==> src/rtl/exec_unit_if.sv <==
// Execute-stage port bundle: issue side (operands + handshake) and register-file write port.
interface exec_unit_if #(
  parameter int WIDTH = 8,
  parameter int AW    = 5
);
  logic             in_valid;
  logic             in_ready;
  logic [3:0]       alu_op;
  logic [WIDTH-1:0] rd1;
  logic [WIDTH-1:0] rd2;
  logic [WIDTH-1:0] imm;
  logic             alusrc;
  logic [AW-1:0]    dest;
  logic             regwrite_in;
  logic             regwrite;
  logic [AW-1:0]    wa;
  logic [WIDTH-1:0] wd;
  logic             zero;
  logic             busy;

  modport master (
    output in_valid, alu_op, rd1, rd2, imm, alusrc, dest, regwrite_in,
    input  in_ready, regwrite, wa, wd, zero, busy
  );

  modport slave (
    input  in_valid, alu_op, rd1, rd2, imm, alusrc, dest, regwrite_in,
    output in_ready, regwrite, wa, wd, zero, busy
  );
endinterface

==> src/rtl/exec_unit.sv <==
// Execute stage: registered single-cycle ALU plus an 8-iteration shift-add multiplier
// that stalls issue (in_ready low) while it runs.
module exec_unit #(
  parameter int WIDTH = 8,
  parameter int AW    = 5
) (
  input  logic        clk,
  input  logic        reset_n,
  exec_unit_if.slave  bus
);
  localparam logic [0:0] S_IDLE = 1'b0;
  localparam logic [0:0] S_MUL  = 1'b1;

  localparam logic [3:0] OP_ADD = 4'd0, OP_SUB = 4'd1, OP_AND = 4'd2, OP_OR  = 4'd3,
                         OP_XOR = 4'd4, OP_NOR = 4'd5, OP_SLT = 4'd6, OP_SLL = 4'd7,
                         OP_SRL = 4'd8, OP_MUL = 4'd9;

  logic [0:0]       state;
  logic [WIDTH-1:0] b_sel, result;
  logic [WIDTH-1:0] mcand, mplier, acc, acc_nxt;
  logic [2:0]       cnt;
  logic [AW-1:0]    dest_q;
  logic             we_q;
  logic             accept;
  logic             slt;

  assign bus.in_ready = (state == S_IDLE);
  assign bus.busy     = (state == S_MUL);
  assign accept       = bus.in_valid & bus.in_ready;
  assign b_sel        = bus.alusrc ? bus.imm : bus.rd2;
  assign slt          = $signed(bus.rd1) < $signed(b_sel);
  assign acc_nxt      = mplier[0] ? acc + mcand : acc;

  always_comb begin
    result = '0;
    case (bus.alu_op)
      OP_ADD:  result = bus.rd1 + b_sel;
      OP_SUB:  result = bus.rd1 - b_sel;
      OP_AND:  result = bus.rd1 & b_sel;
      OP_OR:   result = bus.rd1 | b_sel;
      OP_XOR:  result = bus.rd1 ^ b_sel;
      OP_NOR:  result = ~(bus.rd1 | b_sel);
      OP_SLT:  result[0] = slt;
      OP_SLL:  result = bus.rd1 << b_sel[2:0];
      OP_SRL:  result = bus.rd1 >> b_sel[2:0];
      default: result = '0;
    endcase
  end

  always_ff @(posedge clk or negedge reset_n) begin
    if (!reset_n) begin
      state        <= S_IDLE;
      bus.regwrite <= 1'b0;
      bus.wa       <= '0;
      bus.wd       <= '0;
      bus.zero     <= 1'b0;
      mcand        <= '0;
      mplier       <= '0;
      acc          <= '0;
      cnt          <= '0;
      dest_q       <= '0;
      we_q         <= 1'b0;
    end else begin
      bus.regwrite <= 1'b0;
      case (state)
        S_IDLE: if (accept) begin
          if (bus.alu_op == OP_MUL) begin
            mcand  <= bus.rd1;
            mplier <= b_sel;
            acc    <= '0;
            cnt    <= '0;
            dest_q <= bus.dest;
            we_q   <= bus.regwrite_in & (bus.dest != '0);
            state  <= S_MUL;
          end else begin
            bus.wd       <= result;
            bus.wa       <= bus.dest;
            bus.zero     <= (result == '0);
            bus.regwrite <= bus.regwrite_in & (bus.dest != '0);
          end
        end
        S_MUL: begin
          acc    <= acc_nxt;
          mcand  <= mcand << 1;
          mplier <= mplier >> 1;
          cnt    <= cnt + 3'd1;
          // 8th iteration: acc_nxt is the finished product
          if (cnt == 3'd7) begin
            state        <= S_IDLE;
            bus.wd       <= acc_nxt;
            bus.wa       <= dest_q;
            bus.zero     <= (acc_nxt == '0);
            bus.regwrite <= we_q;
          end
        end
        default: state <= S_IDLE;
      endcase
    end
  end
endmodule

==> src/flat_wrapper.sv <==
// flat-port wrapper written by rule: the top's interface ports become plain ports
module exec_unit_flat 
#(
  parameter int WIDTH = 8,
  parameter int AW    = 5
)
  (clk, reset_n, bus_in_valid, bus_alu_op, bus_rd1, bus_rd2, bus_imm, bus_alusrc, bus_dest, bus_regwrite_in, bus_in_ready, bus_regwrite, bus_wa, bus_wd, bus_zero, bus_busy);
  exec_unit_if #(.WIDTH(WIDTH), .AW(AW)) bus_i ();
  input  logic clk;
  input  logic reset_n;
  input wire logic [$bits(bus_i.in_valid)-1:0] bus_in_valid;
  input wire logic [$bits(bus_i.alu_op)-1:0] bus_alu_op;
  input wire logic [$bits(bus_i.rd1)-1:0] bus_rd1;
  input wire logic [$bits(bus_i.rd2)-1:0] bus_rd2;
  input wire logic [$bits(bus_i.imm)-1:0] bus_imm;
  input wire logic [$bits(bus_i.alusrc)-1:0] bus_alusrc;
  input wire logic [$bits(bus_i.dest)-1:0] bus_dest;
  input wire logic [$bits(bus_i.regwrite_in)-1:0] bus_regwrite_in;
  output wire logic [$bits(bus_i.in_ready)-1:0] bus_in_ready;
  output wire logic [$bits(bus_i.regwrite)-1:0] bus_regwrite;
  output wire logic [$bits(bus_i.wa)-1:0] bus_wa;
  output wire logic [$bits(bus_i.wd)-1:0] bus_wd;
  output wire logic [$bits(bus_i.zero)-1:0] bus_zero;
  output wire logic [$bits(bus_i.busy)-1:0] bus_busy;
  assign bus_i.in_valid = bus_in_valid;
  assign bus_i.alu_op = bus_alu_op;
  assign bus_i.rd1 = bus_rd1;
  assign bus_i.rd2 = bus_rd2;
  assign bus_i.imm = bus_imm;
  assign bus_i.alusrc = bus_alusrc;
  assign bus_i.dest = bus_dest;
  assign bus_i.regwrite_in = bus_regwrite_in;
  assign bus_in_ready = bus_i.in_ready;
  assign bus_regwrite = bus_i.regwrite;
  assign bus_wa = bus_i.wa;
  assign bus_wd = bus_i.wd;
  assign bus_zero = bus_i.zero;
  assign bus_busy = bus_i.busy;
  exec_unit #(.WIDTH(WIDTH), .AW(AW)) u_core (.clk(clk), .reset_n(reset_n), .bus(bus_i));
endmodule
==> config.mk <==
export PLATFORM = sky130hd
export DESIGN_NAME = exec_unit_flat
export DESIGN_NICKNAME = d
export VERILOG_FILES = /design/src/rtl/exec_unit_if.sv /design/src/rtl/exec_unit.sv /design/src/flat_wrapper.sv
export SDC_FILE = /design/constraint.sdc
export NUM_CORES = 1
export LEC_CHECK = 0
export ABC_AREA = 0
export CORE_MARGIN = 5
export CORE_UTILIZATION = 45
export CTS_BUF_LIST = sky130_fd_sc_hd__clkbuf_16
export CTS_CLUSTER_SIZE = 8
export DETAILED_ROUTE_END_ITERATION = 7
export PLACE_DENSITY = 0.79
export SLEW_MARGIN = 20
export SYNTH_ARGS = -nofsm -noshare
export SYNTH_HDL_FRONTEND = slang
export SYNTH_SLANG_ARGS = --single-unit
==> constraint.sdc <==
create_clock -name clk -period 2.7 [get_ports clk]
set_input_delay 0.405 -clock clk [delete_from_list [all_inputs] [get_ports clk]]
set_output_delay 0.405 -clock clk [all_outputs]
set_load 0.05 [all_outputs]
* Word-level counts from Yosys, hierarchy flattened
Index checks and enable logic that the tools add are counted.
W data, S select, Z words.
** Storage, ports and cells
- Register bits :: 49
- Input bits :: 38
- Output and inout bits :: 17
** Cells by class
- Add/sub/neg operators :: 4
- Order comparisons :: 1
- Equal/unequal tests :: 14
- Shifts and indexed selects :: 2
- Multiplexer cells :: 36
- Bitwise gates (word level) :: 7
- Reductions and logical operators :: 7
** Operators by type and width (number)
- $mux W8 :: 11
- $pmux W8 S2 :: 4
- $pmux W7 S8 :: 1
- $add A8 B8 Y8 :: 2
- $eq A4 B3 Y1 const B :: 4
- $logic_not A8 Y1 :: 2
- $mux W5 :: 3
- $pmux W5 S2 :: 1
- $mux W1 :: 9
- $pmux W1 S9 :: 1
- $and A8 B8 Y8 :: 1
- $eq A4 B2 Y1 const B :: 2
- $eq A4 B4 Y1 const B :: 2
- $lt A8 B8 Y1 :: 1
- $ne A2 B2 Y1 const B :: 4
- $not A8 Y8 :: 1
- $or A8 B8 Y8 :: 1
- $shl A8 B3 Y8 :: 1
- $shr A8 B3 Y8 :: 1
- $sub A8 B8 Y8 :: 1
- $xor A8 B8 Y8 :: 1
- $mux W3 :: 2
- $pmux W1 S2 :: 3
- $pmux W3 S2 :: 1
- other kinds (9) :: 11

* Longest topological paths before layout
- Word-level depth :: 8
- Mapped depth :: 16
- Gate-level depth less buffers :: 13

* Worst setup path before layout
OpenSTA, ideal clock, no wires.
- Kind :: input port to flip-flop
- Start point :: in bus_alusrc
- End point :: reg u_core.bus.zero
- Library setup time :: 0.082 ns
- Data arrival time :: 3.264 ns
- Setup slack :: -0.646 ns
- Cell stages on the path :: 15
- Cell sequence :: buf_6 mux2i_4 buf_4 buf_4 inv_1 ha_1 fa_1 a211oi_1 nor2_1 xor2_1 o31ai_1 a311o_1 nor3_2 nand4_1 a31oi_1
** On the way
- Longest elaborated chain between the ends :: 8
** RTL lines
- from (decl) :: line flat_wrapper.sv:16 : input wire logic [$bits(bus_i.alusrc)-1:0] bus_alusrc;
- $mux W8 (*) :: line exec_unit.sv:30 : assign b_sel = bus.alusrc ? bus.imm : bus.rd2;
- branches (longest 3 deep; another with $sub A8 B8 Y8)
- $logic_not A8 Y1 (*) :: line exec_unit.sv:78 : bus.zero <= (result == '0);
- $mux W1 (*) :: line exec_unit.sv:67 : if (bus.alu_op == OP_MUL) begin
- $mux W1 (*) :: line exec_unit.sv:66 : S_IDLE: if (accept) begin
- $pmux W1 S2 (*) :: line exec_unit.sv:65 : case (state)
- to (signal assigned) :: line exec_unit.sv:78
- to (signal assigned) :: line exec_unit.sv:92 : bus.zero <= (acc_nxt == '0);
- to (decl) :: line exec_unit_if.sv:28 : output in_ready, regwrite, wa, wd, zero, busy
Every way passes the cells marked *. The select of a mux whose other input is x is not followed.
A chain may end at the register's enable or synchronous reset.

* Worst setup path in the final report
- Start point :: in bus_rd2[0]
- End point :: reg u_core.bus.zero
** On the way
- Longest elaborated chain between the ends :: 8
** RTL lines
- from (decl) :: line flat_wrapper.sv:14 : input wire logic [$bits(bus_i.rd2)-1:0] bus_rd2;
- $mux W8 (*) :: line exec_unit.sv:30
- branches (longest 3 deep; another with $sub A8 B8 Y8)
- $logic_not A8 Y1 (*) :: line exec_unit.sv:78
- $mux W1 (*) :: line exec_unit.sv:67
- $mux W1 (*) :: line exec_unit.sv:66
- $pmux W1 S2 (*) :: line exec_unit.sv:65
Marks and branches as above.

==> load_flow_metrics.sql <==
INSERT INTO impl_metrics (metric_group, metric, value, unit) VALUES
('status', 'run_status', 'complete, no violations', ''),
('placement', 'port-buffer-count', '54', ''),
('sta', 'final_max_slew_viol_count', '0', ''),
('worst_setup_path', 'worstPathCellList', 'dlygate4sd2_1 -> mux2i_4 -> inv_4 -> ha_1 -> inv_1 -> fa_1 -> nand2b_1 -> a211oi_2 -> mux2_2 -> a21oi_1 -> o211ai_1 -> nor2_1 -> nand4_1 -> a31oi_1', ''),
('worst_setup_path', 'startpoint_of_the_most_critical_setup_path', 'bus_rd2[0]', ''),
('final_layout', 'layout.filler_cells', '797', ''),
('final_layout', 'sequential_cell_area', '0.00123', 'mm2'),
('worst_hold_path', 'worst_hold_path_type', 'primary input to asynchronous set/reset pin', ''),
('die', 'die_h', '109', 'um'),
('global_route', 'grt_util_all_layers', '0.252', ''),
('final_layout', 'num_antenna_cells', '0', ''),
('clocking', 'cts-htree-levels', '2', ''),
('clocking', 'numCtsBuffers', '5', ''),
('drt', 'dr.first_iter.drc_count', '296', ''),
('final_layout', 'multi_input_area', '0.00319', 'mm2'),
('final_layout', 'core_occupancy_in_the_finished_layout', '0.631', ''),
('yosys', 'ys_async_rst_share', '1.00', ''),
('worst_setup_path', 'critical_path_depth', '14', ''),
('worst_setup_path', 'timing.critical_path.max_delay_family', 'compound AO/OA/AOI/OAI gates', ''),
('global_route', 'number_of_global_route_vias_before_repair', '4597', ''),
('worst_setup_path', 'worst_path_max_delay_cell', 'sky130_fd_sc_hd__mux2_2', ''),
('clocking', 'cts_tree', 'yes', ''),
('sta', 'max_freq', '375', 'MHz'),
('power_and_ir_drop', 'switching_power', '2040', 'uW'),
('yosys', 'syn_area', '0.00441', 'mm2'),
('power_and_ir_drop', 'p_sw_frac', '0.447', ''),
('worst_setup_path', 'worstPathArrival', '2.87', 'ns'),
('final_layout', 'layout-drive-gt1-share', '0.269', ''),
('drt', 'routed_len_inst', '18.6', 'um'),
('placement', 'post-dp-hpwl', '11200', 'um'),
('drt', 'final_antenna_net_count', '0', ''),
('die', 'placeableCoreArea', '0.00968', 'mm2'),
('sta', 'holdWs', '0.203', 'ns'),
('yosys', 'fraction_of_the_yosys_area_taken_by_sequential_cells', '0.278', ''),
('die', 'effective_utilization_at_floorplan', '0.455', ''),
('clocking', 'cts_hold_buffers', '0', ''),
('clocking', 'clk_pin_slew', '0.07', 'ns'),
('final_layout', 'most_common_cell_after_layout_fill_and_taps_aside', 'sky130_fd_sc_hd__buf_4', ''),
('drt', 'drc_errors', '0', ''),
('worst_setup_path', 'r2r.worst_path.cells', '9', ''),
('clocking', 'tritoncts_num_sinks', '49', ''),
('worst_setup_path', 'crit-reg2reg-launch', 'u_core.acc[0]', ''),
('die', 'rows', '36', ''),
('yosys', 'synth_ff_type', 'sky130_fd_sc_hd__dfrtp_1', ''),
('sta', 'worst_slew_pin_slew', '0.794', 'ns'),
('final_layout', 'synthToLayoutAreaGrowth', '38.7', '%'),
('worst_setup_path', 'critPathBufInv', '3', ''),
('worst_setup_path', 'worst_setup_path_end_kind', 'flop', ''),
('drt', 'via_per_inst', '5.83', ''),
('sta', 'hold_violations', '0', ''),
('power_and_ir_drop', 'clkPwrFrac', '0.158', ''),
('global_route', 'grt.overflow.total', '0', ''),
('drt', 'drt_wl_total', '14500', 'um'),
('worst_setup_path', 'worstPathRequired', '2.91', 'ns'),
('placement', 'finalWeightedCongestion', '1.01', ''),
('drt', 'firstDrtPassIters', '5', ''),
('sta', 'finalCritPeriodShare', '0.987', ''),
('worst_setup_path', 'worstPathMaxFanout', '2', ''),
('die', 'count_of_boundary_i_o_pins', '55', ''),
('flow_run', 'maxCapViolations', '0', ''),
('worst_setup_path', 'setup.worst_path.start_class', 'primary input', ''),
('yosys', 'netlist_instances', '523', ''),
('clocking', 'cts_buffer_depth', '2', ''),
('worst_setup_path', 'critPathKind', 'primary input to flop', ''),
('sta', 'report.final.setup_viol', '0', ''),
('yosys', 'synthesis.nets', '602', ''),
('power_and_ir_drop', 'powerDensity', '748', 'mW/mm2'),
('power_and_ir_drop', 'p_int', '2530', 'uW'),
('clocking', 'insertion_delay', '0.29', 'ns'),
('yosys', 'ys_seq_elements', '49', ''),
('die', 'die_width', '109', 'um');
per-stage QoR:
step / worst slack, ns / instance area, um2 / setup TNS [ns] / cells / total power [uW]
after floorplan: -0.336 / 4530 / -0.856 / 523 / 2870
after global placement: -0.709 / 5720 / -5.08 / 766 / 3650
after detailed placement: -0.801 / 5720 / -5.58 / 766 / 3740
after CTS: 0.000115 / 6050 / 0 / 782 / 4520
after global routing: -0.00287 / 6110 / -0.00287 / 781 / 4860
final: 0.0363 / 6110 / 0 / 781 / 4580
final timing paths:
| kind | slack [ns] | to |
|---|---|---|
| worst max-delay path | 0.04 | u_core.bus.zero |
| worst min-delay path | 0.20 | u_core.dest_q[3] |
| worst max register to register | 0.08 | u_core.bus.zero |
| worst min register to register | 0.49 | u_core.mplier[5] |
| max in group asynchronous | 1.80 | u_core.we_q |
| min in group clk | 0.49 | u_core.mplier[5] |
final cells by class:
type                            instances  share of cell area
Clock inverter                          3             0.00716
Tap cell                              133              0.0272
Inverter                               22              0.0141
Clock buffer                            5              0.0205
Sequential cell                        49               0.201
Multi-Input combinational cell        419               0.522
Timing Repair Buffer                  150               0.208
per-layer routing:
| layer | share of wire | up-vias | track usage | wire, um |
|---|---|---|---|---|
| met1 | 0.41 | 2188 | 0.331 | 6000 |
| met4 | 0.031 | 0 | 0.0766 | 446 |
| met3 | 0.066 | 44 | 0.0432 | 953 |
| li1 | - | 2133 | - | - |
| met5 | 0 | - | 0 | 0 |
| met2 | 0.49 | 185 | 0.425 | 7130 |
timing repair:
action                     CTS  global route
resized for setup           35            27
pin swaps                   15            19
buffers inserted             8             0
setup endpoints to repair    9             5
cells in the mapped netlist, types with 5 or more instances:
cell type / instances / area [um2]
sky130_fd_sc_hd__inv_1: 21 / 78.8
sky130_fd_sc_hd__a21o_1: 7 / 52.6
sky130_fd_sc_hd__mux2_2: 13 / 146
sky130_fd_sc_hd__mux4_2: 6 / 135
sky130_fd_sc_hd__nand2b_1: 5 / 31.3
sky130_fd_sc_hd__o21ai_0: 46 / 230
sky130_fd_sc_hd__mux2i_1: 26 / 260
sky130_fd_sc_hd__buf_2: 9 / 45.0
sky130_fd_sc_hd__o211ai_1: 6 / 45.0
sky130_fd_sc_hd__nand2_1: 53 / 199
sky130_fd_sc_hd__nor3_1: 12 / 60.1
sky130_fd_sc_hd__dfrtp_1: 49 / 1230
sky130_fd_sc_hd__xnor2_1: 8 / 70.1
sky130_fd_sc_hd__a21oi_1: 48 / 240
sky130_fd_sc_hd__nor2_1: 51 / 191
sky130_fd_sc_hd__nand3_1: 13 / 65.1
sky130_fd_sc_hd__nor2b_1: 8 / 50.1
sky130_fd_sc_hd__a211oi_1: 8 / 60.1
sky130_fd_sc_hd__clkbuf_1: 20 / 75.1
sky130_fd_sc_hd__ha_1: 38 / 475
power by group through the flow:
stage,clock network [uW],logic [uW],registers (uW)
floorplan,0,1260,1600
global placement,0,2370,1280
detailed placement,0,2430,1300
CTS,732,2500,1290
global route,764,2760,1340
finish,723,2550,1300
sequential cells by signal, summed over array words and instances, names as in the netlist:
signal / count
u_core.mplier: 8
u_core.dest_q: 5
u_core.acc: 8
u_core.cnt: 3
u_core.mcand: 8
u_core.bus.busy: 1
u_core.bus.wd: 8
u_core.we_q: 1
u_core.bus.regwrite: 1
u_core.bus.wa: 5
u_core.bus.zero: 1
logic make-up after synthesis:
logic type,count (synthesis),synth area share
xor gates and xnor gates,11,0.0219
adders and majority gates,41,0.121
buffers and inverters,55,0.0528
AOI/OAI and AO/OA,153,0.216
DFF,49,0.278
muxes,47,0.131
and+or+nand+nor,167,0.179
No activity file was read; power rests on OpenSTA's default activity.
